File: config.mk
export PLATFORM = sky130hd
export DESIGN_NAME = regfile
export DESIGN_NICKNAME = d
export VERILOG_FILES = /design/src/rtl/regfile_pkg.sv /design/src/rtl/regfile_hilo_reg.sv /design/src/rtl/regfile.sv
export SDC_FILE = /design/constraint.sdc
export NUM_CORES = 2
export LEC_CHECK = 0
export ABC_AREA = 1
export BUFFER_PORTS_ARGS = -buffer_cell sky130_fd_sc_hd__buf_2
export CAP_MARGIN = 0
export CORE_AREA = 2 2 337 589
export CTS_BUF_LIST = sky130_fd_sc_hd__clkbuf_16
export CTS_CLUSTER_DIAMETER = 200
export CTS_CLUSTER_SIZE = 25
export DETAILED_ROUTE_END_ITERATION = 8
export DIE_AREA = 0 0 339 591
export GPL_TIMING_DRIVEN = 0
export HOLD_SLACK_MARGIN = 0.1
export PLACE_DENSITY = 0.54
export SETUP_SLACK_MARGIN = 0.5
export SLEW_MARGIN = 5
export SYNTH_ARGS = -nofsm -noshare
export SYNTH_HDL_FRONTEND = slang
export SYNTH_SLANG_ARGS = --single-unit
File: constraint.sdc
create_clock -name clk -period 2.71 [get_ports clk]
set_input_delay 0.271 -clock clk [delete_from_list [all_inputs] [get_ports clk]]
set_output_delay 0.271 -clock clk [all_outputs]
set_load 0.01 [all_outputs]
File: src/rtl/regfile_pkg.sv
// Shared definitions for the register file: bus types, register counts and
// the named enable/reset levels used by the pipeline's write-back and decode.
package regfile_pkg;

    localparam int RegWidth   = 32;
    localparam int RegNum     = 32;
    localparam int RegNumLog2 = 5;

    typedef logic [RegWidth-1:0]   RegBus;
    typedef logic [RegNumLog2-1:0] RegAddrBus;

    localparam RegBus ZeroWord = '0;

    localparam logic WriteEnable  = 1'b1;
    localparam logic WriteDisable = 1'b0;
    localparam logic ReadEnable   = 1'b1;
    localparam logic ReadDisable  = 1'b0;
    localparam logic RstEnable    = 1'b1;

endpackage

File: src/rtl/regfile_hilo_reg.sv
// HI/LO special-register pair: loaded together, cleared by reset.
// Same-cycle write-through of hi_i/lo_i when REGFILE_WR_BYPASS_EN is defined.
module hilo_reg
    import regfile_pkg::*;
#(
    parameter int DATA_W = RegWidth
) (
    input  logic              clk,
    input  logic              rst,
    input  logic              we,
    input  logic [DATA_W-1:0] hi_i,
    input  logic [DATA_W-1:0] lo_i,
    output logic [DATA_W-1:0] hi_o,
    output logic [DATA_W-1:0] lo_o
);

    logic [DATA_W-1:0] hi_q;
    logic [DATA_W-1:0] lo_q;
    logic [DATA_W-1:0] hi_d;
    logic [DATA_W-1:0] lo_d;

    always_comb begin
        hi_d = hi_q;
        lo_d = lo_q;
        if (we == WriteEnable) begin
            hi_d = hi_i;
            lo_d = lo_i;
        end
    end

    always_ff @(posedge clk) begin
        if (rst == RstEnable) begin
            hi_q <= '0;
            lo_q <= '0;
        end else begin
            hi_q <= hi_d;
            lo_q <= lo_d;
        end
    end

    // Reset masks the outputs combinationally, ahead of any bypass.
    always_comb begin
        hi_o = '0;
        lo_o = '0;
        if (rst != RstEnable) begin
`ifdef REGFILE_WR_BYPASS_EN
            if (we == WriteEnable) begin
                hi_o = hi_i;
                lo_o = lo_i;
            end else begin
                hi_o = hi_q;
                lo_o = lo_q;
            end
`else
            hi_o = hi_q;
            lo_o = lo_q;
`endif
        end
    end

endmodule

File: src/rtl/regfile.sv
// 2-read / 1-write general-purpose register file with $0 hard-wired to zero,
// plus HI/LO. Optional write-to-read bypass: define REGFILE_WR_BYPASS_EN.
module regfile
    import regfile_pkg::*;
#(
    parameter int DATA_W = RegWidth,
    parameter int ADDR_W = RegNumLog2
) (
    input  logic              clk,
    input  logic              rst,
    input  logic              we,
    input  logic [ADDR_W-1:0] waddr,
    input  logic [DATA_W-1:0] wdata,
    input  logic              re1,
    input  logic [ADDR_W-1:0] raddr1,
    output logic [DATA_W-1:0] rdata1,
    input  logic              re2,
    input  logic [ADDR_W-1:0] raddr2,
    output logic [DATA_W-1:0] rdata2,
    input  logic              hilo_we,
    input  logic [DATA_W-1:0] hi_i,
    input  logic [DATA_W-1:0] lo_i,
    output logic [DATA_W-1:0] hi_o,
    output logic [DATA_W-1:0] lo_o
);

    localparam int DEPTH = 2 ** ADDR_W;

    logic [DATA_W-1:0] regs_q [DEPTH];
    logic              wr_en_d;
    logic              hit1_d;
    logic              hit2_d;

    // A write to $0 is dropped here so the entry stays at its reset value.
    assign wr_en_d = (we == WriteEnable) && (waddr != '0);

    always_ff @(posedge clk) begin
        if (rst == RstEnable) begin
            for (int i = 0; i < DEPTH; i++) begin
                regs_q[i] <= '0;
            end
        end else if (wr_en_d) begin
            regs_q[waddr] <= wdata;
        end
    end

`ifdef REGFILE_WR_BYPASS_EN
    assign hit1_d = wr_en_d && (raddr1 == waddr);
    assign hit2_d = wr_en_d && (raddr2 == waddr);
`else
    assign hit1_d = 1'b0;
    assign hit2_d = 1'b0;
`endif

    always_comb begin
        rdata1 = '0;
        if (rst == RstEnable) begin
            rdata1 = '0;
        end else if (raddr1 == '0) begin
            rdata1 = '0;
        end else if (re1 == ReadDisable) begin
            rdata1 = '0;
        end else if (hit1_d) begin
            rdata1 = wdata;
        end else begin
            rdata1 = regs_q[raddr1];
        end
    end

    always_comb begin
        rdata2 = '0;
        if (rst == RstEnable) begin
            rdata2 = '0;
        end else if (raddr2 == '0) begin
            rdata2 = '0;
        end else if (re2 == ReadDisable) begin
            rdata2 = '0;
        end else if (hit2_d) begin
            rdata2 = wdata;
        end else begin
            rdata2 = regs_q[raddr2];
        end
    end

    hilo_reg #(
        .DATA_W (DATA_W)
    ) u_hilo_reg (
        .clk  (clk),
        .rst  (rst),
        .we   (hilo_we),
        .hi_i (hi_i),
        .lo_i (lo_i),
        .hi_o (hi_o),
        .lo_o (lo_o)
    );

endmodule

==> qor.yml <==
die:
  die_y_microns: 591
  fp-row-count: 215
  ios: 245
  die_area_sq_um: 200000
  core_sq_um: 196000
  die_x_microns: 339
  start_util: 0.298
synth:
  netlist.top_cell.by_area: "edfxtp_1"
  synth_cell_type_count: 20
  yosys_warnings: 0
  ys_ff_latch: 1088
  ys.flop_type: "edfxtp_1"
  synth-edff-count: 1024
  seq_area_frac_synth: 0.550
  synth_top_cells_by_area: "edfxtp_1 (53%), nand2_1 (12%), nor2_1 (8.9%)"
  async_reset_ff_frac: 0
  avgSynthCellArea_sq_um: 8.11
  synth_top_area_frac: 0.528
  syn_inst: 7188
  netlist_area_sq_um: 58300
global_routing:
  grt_antenna_before_repair: 60
  overflow: 0
  grt_pass1_wl_mm: 572
  grt_pass1_vias: 57339
  grt_max_degree: 33
  grt.total_usage: 0.440
routing:
  route.detailed.drc: 0
  first_pass_iters: 7
  drtAntennaViolNets: 0
  wirelength_mm: 458
  drt_iter0_drc: 10339
  vias: 63409
  avgRoutedWirePerCell_microns: 44.2
  via_per_inst: 6.12
clocking:
  cts_root_buffer: "clkbuf_16"
  worstSkewPairLatency_ns: 0.78
  clockBufferDepth: 3
  cts_tree: "built"
  cts-buffers-inserted: 49
  clk_pin_slew_ns: 0.11
  htreeDepth: 2
  clock-sinks: 1088
sta:
  rsz0062_at_grt: "true"
  fin_crit_ns: 2.70
  drv_slew: 0
  slew_headroom: 0.0825
  fmax_ghz: 0.370
  setup_viol: 0
  finalCritPeriodShare: 0.997
  holdWs_ns: 0.135
  hold_viol: 0
  setup_slack_ns: 0.00801
  worstMarginPinSlew_ns: 1.38
  fin_skew_ns: 0
finish:
  layout_common_cells: "nand2_1 (1669), nor2_1 (1244), edfxtp_1 (1024)"
  layout_commonest_cell: "nand2_1"
  areaGrowthSynthToFinish_pct: 23.7
  final_util: 0.369
  final_area_sq_um: 72100
  nets: 7805
  drive_gt1_frac: 0.175
setup_path:
  worstPathRequired_ns: 2.44
  arrival_ns: 2.43
  crit_fanout: 10
  startpoint_type: "input port"
  path_class: "input port to primary output"
  end_kind: "primary output"
placement:
  place.gp.congestion: 1.07
  place_ws_ns: -1.57
  dp_hpwl_mm: 332
  portBuffers: 238
  place_area_sq_um: 63700
pwr:
  powerDensity_nw_per_um2: 535
  ir_drop_mv: 0.545
  p_leak_nw: 28.7
hold_path:
  hold_class: "input port to flop"
job:
  cap_violations: 0
status:
  status: "completed"
==> synth_stat cells (5+ instances only) <==
cell and number:
inv_2 5, a31oi_1 20, buf_1 68, nor3_1 7
o21ai_0 325, dfxtp_1 64, nor2_1 1380, nand3_1 642
edfxtp_1 1024, nand2_1 1853, a21oi_1 583, buf_4 8
clkbuf_1 281, inv_1 390, o211ai_1 256, buf_2 276
==> registers in the layout, summed over array words and instances (netlist names) <==
name	cells
u_hilo_reg.hi_q	32
u_hilo_reg.lo_q	32
regs_q	1024
==> power breakdown <==
group | switching, W | internal (W)
Clock | 0.00631 | 0.00332
Sequential | 0.000517 | 0.0193
Combinational | 0.00691 | 0.00224
==> critical path, cell delays in order <==
cell,delay [ns]
buf_2,0.12
clkbuf_2,0.26
buf_8,0.23
buf_4,0.37
nand3_1,0.21
a31oi_4,0.37
nor2_1,0.11
nor2_2,0.24
buf_2,0.19
==> metrics by stage <==
stage	TNS (ns)	power, W	std cells
4_1_cts	0	0.0374	10276
2_1_floorplan	0	0.0231	7219
3_3_place_gp	-1424.21	0.0274	10061
5_1_grt	0	0.0388	10317
3_5_place_dp	-1090.26	0.0275	10086
6_report	0	0.0386	10359
==> timing repair <==
| action | CTS | global route |
|---|---|---|
| endpoints found under the hold margin | 97 | 0 |
| setup buffers | 21 | 25 |
| pin swaps | 41 | 136 |
| gates cloned | 0 | 12 |
| hold buffers | 97 | 0 |
| endpoints found under the setup margin | 1109 | 1170 |
| resized for setup | 1086 | 546 |
==> path summary, 6_finish.rpt <==
check / startpoint / slack, ns / cells after the start / to
min: rst / 0.14 / 5 / u_hilo_reg.hi_q[17]
min reg2reg: u_hilo_reg.hi_q[16] / 0.46 / 2 / u_hilo_reg.hi_q[16]
max reg2reg: u_hilo_reg.hi_q[13] / 2.11 / 2 / u_hilo_reg.hi_q[13]
max: raddr2[3] / 0.008 / 9 / rdata2[16]
==> logic make-up (layout without fill, tap and decap cells) <==
group | after synthesis | in the layout | synth area share
AND/OR/NAND/NOR | 3887 | 3892 | 0.265
flip-flops | 1088 | 1088 | 0.550
AO/OA/AOI/OAI | 1184 | 1184 | 0.113
other | 1 | 78 | 0.0000643
buffers and inverters | 1028 | 1513 | 0.0727
==> final cells by class <==
class / instances / area, sq um
Buffer: 633 / 5530
Multi-Input combinational cell: 5108 / 24600
Sequential cell: 1088 / 32000
Clock inverter: 23 / 109
Antenna cell: 46 / 115
Clock buffer: 49 / 1230
Tap cell: 2604 / 3260
Fill cell: 20270 / 123000
Timing Repair Buffer: 413 / 3660
Inverter: 395 / 1540
==> routing by layer <==
layer / global-route usage / up-vias / routed length, microns
met5: 0.00758 / - / 353
met4: 0.423 / 28 / 53000
met3: 0.119 / 1878 / 50500
met2: 0.672 / 5656 / 200000
met1: 0.492 / 30948 / 155000
li1: - / 24899 / -
Power figures use the tool's default switching activity.
